$ cat config.mk
export PLATFORM = sky130hd
export DESIGN_NAME = output_port_tx
export DESIGN_NICKNAME = d
export VERILOG_FILES = /design/src/rtl/noc_params.sv /design/src/rtl/credit_counter.sv /design/src/rtl/output_port_tx.sv
export SDC_FILE = /design/constraint.sdc
export NUM_CORES = 1
export LEC_CHECK = 0
export ABC_CLOCK_PERIOD_IN_PS = 4800
export CAP_MARGIN = 25
export CORE_UTILIZATION = 40
export CTS_CLUSTER_SIZE = 24
export DETAILED_ROUTE_END_ITERATION = 7
export PLACE_DENSITY = 0.72
export SLEW_MARGIN = 10
export SYNTH_ARGS = -nofsm -noshare
export SYNTH_HDL_FRONTEND = slang
export SYNTH_SLANG_ARGS = --single-unit
$ cat constraint.sdc
create_clock -name clk -period 4.8 [get_ports clk]
set_input_delay 0.72 -clock clk [delete_from_list [all_inputs] [get_ports clk]]
set_output_delay 0.72 -clock clk [all_outputs]
set_load 0.01 [all_outputs]
$ cat src/rtl/noc_params.sv
// Shared NoC types: flit format, flit labels, router ports and the downstream VC state.
package noc_params;

    localparam int VC_NUM_DEFAULT      = 2;
    localparam int BUFFER_SIZE_DEFAULT = 8;
    localparam int VC_SIZE             = (VC_NUM_DEFAULT > 1) ? $clog2(VC_NUM_DEFAULT) : 1;
    localparam int DATA_W              = 32;

    typedef enum logic [1:0] {HEAD, BODY, TAIL, HEADTAIL} flit_label_t;
    typedef enum logic [2:0] {LOCAL, NORTH, SOUTH, WEST, EAST} port_t;
    typedef enum logic [1:0] {IDLE, ACTIVE, DRAIN} vc_state_t;

    typedef struct packed {
        flit_label_t        flit_label;
        logic [VC_SIZE-1:0] vc_id;
        logic [DATA_W-1:0]  data;
    } flit_t;

    function automatic logic is_tail(input flit_label_t label);
        return (label == TAIL) || (label == HEADTAIL);
    endfunction

endpackage

$ cat src/rtl/credit_counter.sv
// Credit count and ownership FSM for one downstream VC; the caller only passes legal events.
module credit_counter
    import noc_params::*;
#(
    parameter int BUFFER_SIZE = BUFFER_SIZE_DEFAULT,
    parameter int CREDIT_W    = $clog2(BUFFER_SIZE + 1)
) (
    input  logic                clk,
    input  logic                rst,
    input  logic                alloc_i,
    input  logic                send_i,
    input  logic                tail_i,
    input  logic                credit_i,
    output vc_state_t           state_o,
    output logic [CREDIT_W-1:0] credit_o
);

    localparam logic [CREDIT_W-1:0] CREDIT_MAX = CREDIT_W'(BUFFER_SIZE);

    vc_state_t           state_q;
    logic [CREDIT_W-1:0] credit_q, credit_d;

    // A send and a return on the same cycle cancel out.
    always_comb begin
        credit_d = credit_q;
        unique case ({send_i, credit_i})
            2'b10:   credit_d = credit_q - CREDIT_W'(1);
            2'b01:   credit_d = credit_q + CREDIT_W'(1);
            default: credit_d = credit_q;
        endcase
    end

    // NOTE: state uses non-blocking assignments so every register samples pre-edge values.
    always_ff @(posedge clk or posedge rst) begin
        if (rst) begin
            state_q  <= IDLE;
            credit_q <= CREDIT_MAX;
        end else begin
            credit_q <= credit_d;
            unique case (state_q)
                IDLE:    if (alloc_i)            state_q <= ACTIVE;
                ACTIVE:  if (send_i && tail_i)   state_q <= DRAIN;
                DRAIN:   if (credit_d == CREDIT_MAX) state_q <= IDLE;
                default: state_q <= IDLE;
            endcase
        end
    end

    assign state_o  = state_q;
    assign credit_o = credit_q;

endmodule

$ cat src/rtl/output_port_tx.sv
// Output port transmit side: send acceptance, registered link flit, per-VC credit tracking, sticky error.
module output_port_tx
    import noc_params::*;
#(
    parameter int VC_NUM      = VC_NUM_DEFAULT,
    parameter int BUFFER_SIZE = BUFFER_SIZE_DEFAULT
) (
    input  logic               clk,
    input  logic               rst,
    input  flit_t              flit_i,
    input  logic               valid_i,
    input  logic [VC_NUM-1:0]  alloc_i,
    input  logic               credit_valid_i,
    input  logic [VC_SIZE-1:0] credit_vc_i,
    output flit_t              flit_o,
    output logic               valid_o,
    output logic [VC_NUM-1:0]  is_free_o,
    output logic [VC_NUM-1:0]  has_credit_o,
    output logic               error_o
);

    localparam int CW = $clog2(BUFFER_SIZE + 1);
    localparam logic [CW-1:0] CREDIT_MAX = CW'(BUFFER_SIZE);

    vc_state_t         state_w  [VC_NUM];
    logic [CW-1:0]     credit_w [VC_NUM];

    logic [VC_NUM-1:0] idle_v, active_v, nz_v, full_v;
    logic [VC_NUM-1:0] alloc_v, send_v, credit_v;
    logic              send_vc_ok, credit_vc_ok, alloc_onehot, send_ok;
    logic              alloc_err, credit_err, send_err;

    flit_t             flit_q;
    logic              valid_q, error_q;

    // NOTE: every always_comb output gets a default first so no latch is inferred.
    always_comb begin
        idle_v       = '0;
        active_v     = '0;
        nz_v         = '0;
        full_v       = '0;
        alloc_v      = '0;
        send_v       = '0;
        credit_v     = '0;
        send_vc_ok   = 32'(flit_i.vc_id) < VC_NUM;
        credit_vc_ok = 32'(credit_vc_i) < VC_NUM;
        alloc_onehot = $onehot(alloc_i);

        for (int v = 0; v < VC_NUM; v++) begin
            idle_v[v]   = (state_w[v] == IDLE);
            active_v[v] = (state_w[v] == ACTIVE);
            nz_v[v]     = (credit_w[v] != '0);
            full_v[v]   = (credit_w[v] == CREDIT_MAX);
        end

        send_ok = valid_i && send_vc_ok && active_v[flit_i.vc_id] && nz_v[flit_i.vc_id];

        // Illegal events are filtered here so the counters only see legal ones.
        for (int v = 0; v < VC_NUM; v++) begin
            send_v[v]   = send_ok && (flit_i.vc_id == VC_SIZE'(v));
            alloc_v[v]  = alloc_i[v] && alloc_onehot && idle_v[v];
            credit_v[v] = credit_valid_i && (credit_vc_i == VC_SIZE'(v)) && !full_v[v];
        end

        alloc_err  = (alloc_i != '0) && (!alloc_onehot || ((alloc_i & ~idle_v) != '0));
        credit_err = credit_valid_i && (!credit_vc_ok || full_v[credit_vc_i]);
        send_err   = valid_i && !send_ok;
    end

    for (genvar v = 0; v < VC_NUM; v++) begin : g_vc
        credit_counter #(
            .BUFFER_SIZE (BUFFER_SIZE),
            .CREDIT_W    (CW)
        ) u_cc (
            .clk      (clk),
            .rst      (rst),
            .alloc_i  (alloc_v[v]),
            .send_i   (send_v[v]),
            .tail_i   (is_tail(flit_i.flit_label)),
            .credit_i (credit_v[v]),
            .state_o  (state_w[v]),
            .credit_o (credit_w[v])
        );
    end

    always_ff @(posedge clk or posedge rst) begin
        if (rst) begin
            flit_q  <= '0;
            valid_q <= 1'b0;
            error_q <= 1'b0;
        end else begin
            valid_q <= send_ok;
            if (send_ok) flit_q <= flit_i;
            error_q <= error_q | alloc_err | credit_err | send_err;
        end
    end

    assign flit_o       = flit_q;
    assign valid_o      = valid_q;
    assign error_o      = error_q;
    assign is_free_o    = idle_v;
    assign has_credit_o = active_v & nz_v;

endmodule

==> results of run 1 <==
worst paths after layout:
kind,startpoint,to,slack [ns],cells past startpoint
worst max register to register,g_vc[1].u_cc.credit_o[3]$_DFF_PP1_,g_vc[1].u_cc.state_o[1]$_DFFE_PP0P_,1.71,10
min in group asynchronous,rst,flit_o[1]$_DFFE_PP0N_,0.65,2
worst min-delay path,g_vc[0].u_cc.state_o[1]$_DFFE_PP0P_,g_vc[0].u_cc.state_o[0]$_DFFE_PP0P_,0.50,1
worst min register to register,g_vc[0].u_cc.state_o[1]$_DFFE_PP0P_,g_vc[0].u_cc.state_o[0]$_DFFE_PP0P_,0.50,1
max in group asynchronous,rst,g_vc[1].u_cc.credit_o[3]$_DFF_PP1_,3.62,3
worst max-delay path,valid_i,g_vc[1].u_cc.state_o[1]$_DFFE_PP0P_,1.34,11
final cells by class:
| class | instances | area (µm²) |
|---|---|---|
| fillers | 467 | 2250 |
| repair buffers | 85 | 856 |
| flip-flops and latches | 49 | 1230 |
| clock inverters | 2 | 15.0 |
| well taps | 72 | 90.1 |
| inverters | 12 | 45.0 |
| multi-input cells | 110 | 1050 |
| clock buffers | 6 | 72.6 |
power by group through the flow:
stage	logic (mW)	clock network [mW]	registers [mW]
after floorplan	0.603	0	0.841
after global placement	1.14	0	0.777
after detailed placement	1.16	0	0.790
after CTS	1.17	0.249	0.783
after global routing	1.25	0.270	0.813
final	1.16	0.238	0.782
cell usage after synthesis, drive strengths merged, types with 2 or more instances:
cell type	count	area share
mux2	35	0.21
nand3	3	0.0064
a21oi	4	0.0085
o211ai	2	0.0064
fa	2	0.017
ha	9	0.048
buf	3	0.014
nand2	13	0.021
nor2b	3	0.0080
nor3	2	0.0042
dfrtp	47	0.50
xnor2	5	0.019
dfstp	2	0.022
o21ai	6	0.013
a211oi	4	0.013
nor2	6	0.0096
a31oi	5	0.020
inv	12	0.019
kinds of logic after synthesis:
kind of cell | Yosys count
buffers and inverters | 16
AO/OA/AOI/OAI | 23
AND/OR/NAND/NOR | 34
flip-flops | 49
adder cells (fa/ha/maj) | 11
multiplexers | 36
XOR/XNOR | 6
per-layer routing:
layer / wire length, µm / global-route usage / up-vias / part of all wire
met5: 0 / 0 / - / 0
met4: 68 / 0.0611 / 0 / 0.014
met3: 449 / 0.0471 / 6 / 0.090
met2: 2110 / 0.254 / 66 / 0.42
met1: 2360 / 0.244 / 787 / 0.47
li1: - / - / 782 / -
critical path, cell delays in order:
cell and delay (ns):
clkdlybuf4s50_1 0.56, nand2_1 0.10, nor4b_2 0.42, inv_1 0.12, ha_1 0.21, inv_1 0.13
fa_1 0.42, mux2_2 0.28, or3_1 0.34, a22oi_1 0.19, o211ai_1 0.11
flip-flops by register name, summed over array words and instances (netlist names):
register,cells
g_vc.u_cc.credit_o,8
g_vc.u_cc.state_o,4
flit_o,35
error_o,1
valid_o,1
==> key figures, run 1 <==
Timing
  – Hold Fails Final Rpt: 0
  – RSZ-0062 raised after global routing: no
  – Max Slew Vio Count: 0
  – Max Clk Rate: 289 MHz
  – Final min period: 3.46 ns
  – Total Negative Setup Slacks: 0 ns
  – Final critical-path setup slack: ~1.3 ns
  – WHS: 0.497 ns
  – Final setup vio count: 0
  – Worst relative slew slack: 0.395
  – Setup Skew: 0.00618 ns
  – Final period utilization: 0.720
  – Least-Margin Pin Slew: between 0.9 and 1 ns

Clock network
  – Clk sink count: 49
  – Worst-path clk slew: 0.09 ns
  – Root Buffer: clkbuf_8
  – CTS Buffer Depth: 2
  – Post-CTS resize count: 0
  – Postcts setup bufs: 0
  – Hold_buf cts: 0
  – CTS tree: done
  – Clock latency at the later pin of the worst-skew pair: 0.30 ns
  – CTS HTree Levels: 2
  – Num CTS Buffers: 5

Logic synthesis
  – Mapped Area: 2360 µm²
  – Compound-cell area share of the yosys netlist: 0.0669
  – Synth Net Count: 228
  – Adder-cell share of the synthesized area: 0.0648
  – Synthesized area per cell: between 10 and 15 µm²
  – Syn. warnings: 0
  – Mux contribution to synthesized area: 0.214
  – Simple-gate area share of the yosys netlist: 0.0754
  – Post-Synth XOR/XNOR Area: 0.0223
  – Synth unique cells: 32
  – Asr flop ratio synth: 1.00
  – Top_reg_cell synth: dfrtp_1
  – Post-synthesis sequential area ratio: 0.521
  – #FFs+latches synth: between 40 and 50
  – Synth Instances: 175
  – Largest family of logic cells by synthesized area: multiplexers
  – EDFF count, synth: 0

Final layout
  – Layout cell share with drive strength beyond 1: 0.193
  – Antenna diodes: 0
  – Layout Cells excl Fill: around 340
  – Commonest non-fill, non-tap cell in the layout: clkdlybuf4s50_1
  – Commonest cells after routing, fill and taps aside: 82 x clkdlybuf4s50_1, 47 x dfrtp_1, 27 x mux2_4
  – Design Area, Final: 3350 µm²
  – Final nets: 316
  – Area growth from synthesis to layout: 42.3%
  – Final core occ: 0.598

Outcome
  – Status: finished clean

Die
  – Die area: 6200 µm²
  – Die width: 78.8 µm
  – Row count: 27
  – Starting density of the core: 0.420
  – Core Area: 5610 µm²
  – Ports: 83
  – Chip height: 78.8 µm

Placement
  – Pre-CTS setup slack: 1.06 ns
  – Buffers on Ports: 82
  – DPL Wire Length: approximately 3700 µm
  – GP Congestion: 0.761
  – Dpl cells: 327
  – Placed inst area: around 3200 µm²

Detailed routing
  – DR WL/cell: 14.8 µm
  – DRT Pass-1 Iters: 4
  – Post-route DRC: 0
  – Vias/cell: 4.88
  – Iter 0 DRT Violations: 57
  – Drt total wl: ~5000 µm
  – DR vias: between 1.5k and 2k
  – Post-route ant nets: 0

Setup path
  – Crit end category: register
  – Critical path data arrival time: 3.62 ns
  – CP required: 4.97 ns
  – Startpoint types: input pin
  – Crit path max fanout: 4
  – Critical path type: input pin to register

GRT
  – Vias in the first global route: 1644
  – Initial antenna violation count: 0
  – GRT Total Usage: 0.173
  – First-pass GRT wire length: around 8100 µm
  – Grt ovf: 0
  – Largest net degree at the start of global routing: 50

Power and ir drop
  – Max VDD drop: around 0.36 mV
  – Int Power: approximately 1.4 mW
  – Logic pwr share: 0.532
  – Leak: approximately 1.5 nW
  – Sw Pwr: 0.732 mW
  – Sw Ratio: 0.336
  – Clk pwr share: 0.109
  – Seq pwr share: 0.359
  – Power density cells: 649 nW/µm²
  – PnR Total Power: 2.18 mW

Hold path
  – Hold Path Class: register to register

Flow run
  – Max Cap Viol: 0
No activity file was read; power rests on OpenSTA's default activity.
==> run 2: changes to the inputs <==
ABC_CLOCK_PERIOD_IN_PS = 3600   (was 4800)
clock period = 3.6 ns   (was 4.8 ns; I/O delays follow)
==> run 2 against run 1 <==
Net effect: clock skew up 0.0060 ns; non-clock buffer count up 1; global-route usage down 0.64 points; clock power up 26%; cell area up 0.26%; largest cell class unchanged; routed wire length down 2.0%.
==> key figures, run 2 (synthesis results as in run 1) <==
Timing
  – Max Slew Vio Count: 0 (unchanged)
  – WHS: 0.510 ns (was 0.497 ns)
  – Hold Fails Final Rpt: 0 (unchanged)
  – Total Negative Setup Slacks: 0 ns (unchanged)
  – Least-Margin Pin Slew: 0.590 ns (was 0.907 ns)
  – Worst relative slew slack: 0.606 (was 0.395)
  – Max Clk Rate: between 300 and 400 MHz
  – Final period utilization: 0.878
  – RSZ-0062 raised after global routing: no (unchanged)
  – Final min period: 3.16 ns
  – Setup Skew: 0.0121 ns (was 0.00618 ns)
  – Final setup vio count: 0 (unchanged)

Power and ir drop
  – Max VDD drop: 0.388 mV (was 0.361 mV)
  – Power density cells: 859 nW/µm² (was 649 nW/µm²)
  – PnR Total Power: 2.89 mW (was 2.18 mW)
  – Leak: 1.50 nW (was 1.49 nW)

GRT
  – First-pass GRT wire length: 7930 µm (was 8080 µm)
  – GRT Total Usage: 0.166 (was 0.173)
  – Initial antenna violation count: 0 (unchanged)
  – Largest net degree at the start of global routing: 50 (unchanged)
  – Grt ovf: 0 (unchanged)
  – Vias in the first global route: 1667 (was 1644)

Final layout
  – Antenna diodes: 0 (unchanged)
  – Fillers: 470 (was 467)
  – Final nets: 317 (was 316)
  – Final core occ: 0.600 (was 0.598)
  – Commonest cells after routing, fill and taps aside: 82 x clkdlybuf4s50_1, 47 x dfrtp_1, 27 x mux2_4 (unchanged)
  – Max reg flops: 35 (unchanged)
  – Commonest non-fill, non-tap cell in the layout: clkdlybuf4s50_1 (unchanged)
  – Layout cell share with drive strength beyond 1: 0.192 (was 0.193)
  – Area growth from synthesis to layout: 42.6% (was 42.3%)

Detailed routing
  – Drt total wl: 4890 µm (was 4990 µm)
  – DR WL/cell: 14.5 µm (was 14.8 µm)
  – DRT Pass-1 Iters: 4 (unchanged)
  – Iter 0 DRT Violations: 63 (was 57)
  – Post-route DRC: 0 (unchanged)
  – DR vias: 1655 (was 1641)
  – Vias/cell: 4.91 (was 4.88)
  – Post-route ant nets: 0 (unchanged)

Setup path
  – Crit end category: register (unchanged)
  – Critical path data arrival time: 3.31 ns (was 3.62 ns)
  – Crit path max fanout: 4 (unchanged)
  – CP required: 3.75 ns (was 4.97 ns)
  – Critical path type: input pin to register (unchanged)
  – Startpoint types: input pin (unchanged)

Clock network
  – Root Buffer: clkbuf_8 (unchanged)
  – Hold_buf cts: 0 (unchanged)
  – Clock latency at the later pin of the worst-skew pair: 0.29 ns (was 0.30 ns)
  – CTS HTree Levels: 2 (unchanged)
  – Worst-path clk slew: 0.07 ns (was 0.09 ns)
  – CTS Buffer Depth: 2 (unchanged)
  – Postcts setup bufs: 0 (unchanged)
  – Post-CTS resize count: 0 (unchanged)
  – Clk sink count: 49 (unchanged)
  – Num CTS Buffers: 5 (unchanged)
  – CTS tree: done (unchanged)

Die
  – Ports: 83 (unchanged)
  – Die area: 6200 µm² (unchanged)
  – Starting density of the core: 0.420 (unchanged)
  – Row count: 27 (unchanged)
  – Die width: 78.8 µm (unchanged)
  – Chip height: 78.8 µm (unchanged)
  – Core Area: 5610 µm² (unchanged)

Placement
  – DPL Wire Length: 3720 µm (was 3690 µm)
  – Buffers on Ports: 82 (unchanged)
  – GP Congestion: 0.739 (was 0.761)

Outcome
  – Status: finished clean (unchanged)

Flow run
  – Max Cap Viol: 0 (unchanged)

Hold path
  – Hold Path Class: register to register (unchanged)
-- run 2: cell count changes in the layout (fill, tap and decap cells not counted), sizes merged --
cell and delta:
clkinvlp -2, clkbuf +1, clkinv +1, buf +1
-- run 2: area by class of cell --
type | instances | area (µm²) | share of cell area
clock buffer | 7 | 76.3 | 0.0227
inverter | 12 | 45.0 | 0.0134
multi-input combinational | 110 | 1050 | 0.311
tap | 72 | 90.1 | 0.0268
timing repair buffer | 86 | 871 | 0.259
sequential | 49 | 1230 | 0.365
clock inverter | 1 | 5.00 | 0.00149
-- run 2: worst paths after layout --
| kind | slack (ns) | start | depth (start not counted) | to |
|---|---|---|---|---|
| setup / recovery | 0.44 | flit_i[32] | 11 | g_vc[1].u_cc.state_o[1]$_DFFE_PP0P_ |
| hold / removal | 0.51 | flit_o[3]$_DFFE_PP0N_ | 1 | flit_o[3]$_DFFE_PP0N_ |
| setup reg to reg | 0.51 | g_vc[1].u_cc.credit_o[3]$_DFF_PP1_ | 10 | g_vc[1].u_cc.state_o[1]$_DFFE_PP0P_ |
| hold reg to reg | 0.51 | flit_o[3]$_DFFE_PP0N_ | 1 | flit_o[3]$_DFFE_PP0N_ |
| max in group asynchronous | 2.45 | rst | 3 | g_vc[0].u_cc.credit_o[2]$_DFF_PP0_ |
| min in group asynchronous | 0.65 | rst | 2 | flit_o[1]$_DFFE_PP0N_ |
-- run 2: through the flow --
stage	area, µm²	std cells	setup slack, ns
3_5_place_dp	3250	328	0.122
6_report	3360	337	0.440
3_3_place_gp	3250	328	0.224
4_1_cts	3330	336	0.434
5_1_grt	3360	337	0.242
2_1_floorplan	2360	175	0.732
-- run 2: report_power, final --
group	leakage, nW	switching, mW	internal [mW]
Sequential	0.575	0.203	0.840
Clock	0.0422	0.163	0.137
Combinational	0.883	0.593	0.951
-- run 2: metal layers --
metal / global-route usage / part of all wire
met3: 0.0391 / 0.071
met1: 0.239 / 0.49
met4: 0.0444 / 0.0094
met5: 0 / 0
met2: 0.252 / 0.43
-- run 2: worst max-delay path, stage by stage --
cell and delay, ns:
clkdlybuf4s50_1 0.47, nand2_1 0.06, nor4b_2 0.42, inv_1 0.12, ha_1 0.22, inv_1 0.14
fa_1 0.43, mux2_2 0.28, or3_1 0.35, a22oi_1 0.18, o211ai_1 0.11
==> run 3: changes to the inputs <==
--- a/config.mk
+++ b/config.mk
@@ -9,2 +9,3 @@
 export CAP_MARGIN = 25
+export CORE_ASPECT_RATIO = 2
 export CORE_UTILIZATION = 40
--- a/constraint.sdc
+++ b/constraint.sdc
@@ -3,2 +3,2 @@
 set_output_delay 0.54 -clock clk [all_outputs]
-set_load 0.01 [all_outputs]
+set_load 0.02 [all_outputs]
==> run 3 against run 2 <==
Net effect: global-route usage is 1.0 points higher; cell area is 1.9% higher; utilization is 0.075 points higher; die area is 0.30% higher; clock power is 75% higher; hold slack worse by 0.033 ns; count of clock-buffer cells in the layout is 1 lower; register-to-register slack better by 0.17 ns; critical endpoint unchanged; largest cell class unchanged.
==> key figures, run 3 (synthesis results as in run 1) <==
Outcome
  – Status: finished clean (unchanged)

Setup path
  – Crit end category: register (unchanged)
  – Worst path slowest cell: clkdlybuf4s50_1 (unchanged)
  – Critical path type: input pin to register (unchanged)
  – Crit path top cell by count: inv_1 (unchanged)
  – CP max stage delay: 0.55 ns (was 0.47 ns)
  – Crit path max fanout: 4 (unchanged)
  – Crit path cell chain: clkdlybuf4s50_1 > nand2_1 > nor4b_2 > inv_1 > ha_1 > inv_1 > fa_1 > mux2_2 > or3_1 > a22oi_1 > o211ai_1 (unchanged)
  – CP required: 3.76 ns (was 3.75 ns)
  – Critical path data arrival time: 3.25 ns (was 3.31 ns)
  – Startpoint types: input pin (unchanged)

GRT
  – First-pass GRT wire length: 8600 µm (was 7930 µm)
  – Vias in the first global route: 1714 (was 1667)
  – GRT Total Usage: 0.176 (was 0.166)
  – Initial antenna violation count: 0 (unchanged)
  – Largest net degree at the start of global routing: 50 (unchanged)
  – Grt ovf: 0 (unchanged)

Flow run
  – Max Cap Viol: 0 (unchanged)

Timing
  – Max Slew Vio Count: 0 (unchanged)
  – Hold Fails Final Rpt: 0 (unchanged)
  – RSZ-0062 raised after global routing: no (unchanged)
  – Max Clk Rate: 324 MHz (was 317 MHz)
  – Total Negative Setup Slacks: 0 ns (unchanged)
  – Least-Margin Pin Slew: 0.376 ns (was 0.590 ns)
  – Final period utilization: 0.858 (was 0.878)
  – Final setup vio count: 0 (unchanged)
  – WHS: 0.478 ns (was 0.510 ns)
  – Final critical-path setup slack: 0.512 ns (was 0.440 ns)
  – Worst relative slew slack: 0.747 (was 0.606)
  – Setup Skew: 0.00982 ns (was 0.0121 ns)
  – Final min period: 3.09 ns (was 3.16 ns)

Power and ir drop
  – Leak: 1.54 nW (was 1.50 nW)
  – PnR Total Power: 3.31 mW (was 2.89 mW)
  – Max VDD drop: 0.672 mV (was 0.388 mV)
  – Power density cells: 965 nW/µm² (was 859 nW/µm²)

Clock network
  – Clk sink count: 49 (unchanged)
  – Root Buffer: clkbuf_16 (was clkbuf_8)
  – Worst-path clk slew: 0.07 ns (about the same)
  – CTS Buffer Depth: 2 (unchanged)
  – Post-CTS resize count: 0 (unchanged)
  – Num CTS Buffers: 5 (unchanged)
  – Hold_buf cts: 0 (unchanged)
  – Clock latency at the later pin of the worst-skew pair: 0.28 ns (was 0.29 ns)
  – Postcts setup bufs: 0 (unchanged)
  – CTS tree: done (unchanged)
  – CTS HTree Levels: 2 (unchanged)

Final layout
  – Commonest non-fill, non-tap cell in the layout: clkdlybuf4s50_1 (unchanged)
  – Final nets: 317 (unchanged)
  – Antenna diodes: 0 (unchanged)
  – Max reg flops: 35 (unchanged)
  – Layout Cells excl Fill: 326 (was 337)
  – Final core occ: 0.600 (about the same)
  – Layout cell share with drive strength beyond 1: 0.196 (was 0.192)
  – Design Area, Final: 3430 µm² (was 3360 µm²)
  – Commonest cells after routing, fill and taps aside: 82 x clkdlybuf4s50_1, 47 x dfrtp_1, 27 x mux2_4 (unchanged)
  – Area growth from synthesis to layout: 45.4% (was 42.6%)

Placement
  – DPL Wire Length: 3880 µm (was 3720 µm)
  – GP Congestion: 0.758 (was 0.739)
  – Dpl cells: 317 (was 328)
  – Pre-CTS setup slack: 0.212 ns (was 0.122 ns)
  – Buffers on Ports: 82 (unchanged)
  – Placed inst area: 3240 µm² (was 3250 µm²)

Die
  – Starting density of the core: 0.413 (was 0.420)
  – Ports: 83 (unchanged)
  – Die area: 6220 µm² (was 6200 µm²)
  – Chip height: 111 µm (was 78.8 µm)
  – Row count: 39 (was 27)
  – Core Area: 5710 µm² (was 5610 µm²)
  – Die width: 56.3 µm (was 78.8 µm)

Detailed routing
  – DR vias: 1647 (was 1655)
  – Post-route DRC: 0 (unchanged)
  – Drt total wl: 5110 µm (was 4890 µm)
  – DR WL/cell: 15.7 µm (was 14.5 µm)
  – Post-route ant nets: 0 (unchanged)
  – DRT Pass-1 Iters: 4 (unchanged)
  – Vias/cell: 5.05 (was 4.91)
  – Iter 0 DRT Violations: 17 (was 63)

Hold path
  – Hold Path Class: input pin to async pin (was register to register)
-- run 3: critical path, delay by kind of cell --
family / cells / cell delay, ns
buffers and inverters: 3 / 0.79
and+or+nand+nor: 3 / 0.71
adders and majority gates: 2 / 0.62
AOI/OAI and AO/OA: 2 / 0.30
muxes: 1 / 0.27
-- run 3: area by class of cell --
class / count / area, µm²
Clock buffer: 6 / 129
Multi-Input combinational cell: 110 / 1050
Inverter: 12 / 45.0
Tap cell: 61 / 76.3
Timing Repair Buffer: 86 / 863
Sequential cell: 49 / 1230
Clock inverter: 2 / 38.8
Fill cell: 472 / 2280
-- run 3: worst paths after layout --
kind	start	end	slack [ns]	cells after the start
worst max-delay path	valid_i	g_vc[1].u_cc.state_o[1]$_DFFE_PP0P_	0.51	11
worst min-delay path	rst	flit_o[31]$_DFFE_PP0N_	0.48	2
worst max register to register	g_vc[1].u_cc.credit_o[3]$_DFF_PP1_	g_vc[1].u_cc.state_o[1]$_DFFE_PP0P_	0.68	10
worst min register to register	flit_o[32]$_DFFE_PP0N_	flit_o[32]$_DFFE_PP0N_	0.48	2
max in group asynchronous	rst	g_vc[0].u_cc.credit_o[3]$_DFF_PP1_	2.59	3
min in group clk	flit_o[32]$_DFFE_PP0N_	flit_o[32]$_DFFE_PP0N_	0.48	2
-- run 3: power breakdown --
part / leakage (nW) / switching (mW) / total (mW) / internal, mW
logic: 0.880 / 0.783 / 1.73 / 0.951
clock network: 0.0810 / 0.194 / 0.524 / 0.329
registers: 0.575 / 0.208 / 1.05 / 0.841
-- run 3: metal layers --
layer	GRT usage	share of wire
met1	0.197	0.39
met5	0	0
met3	0.0152	0.026
met4	0.0797	0.031
met2	0.328	0.56
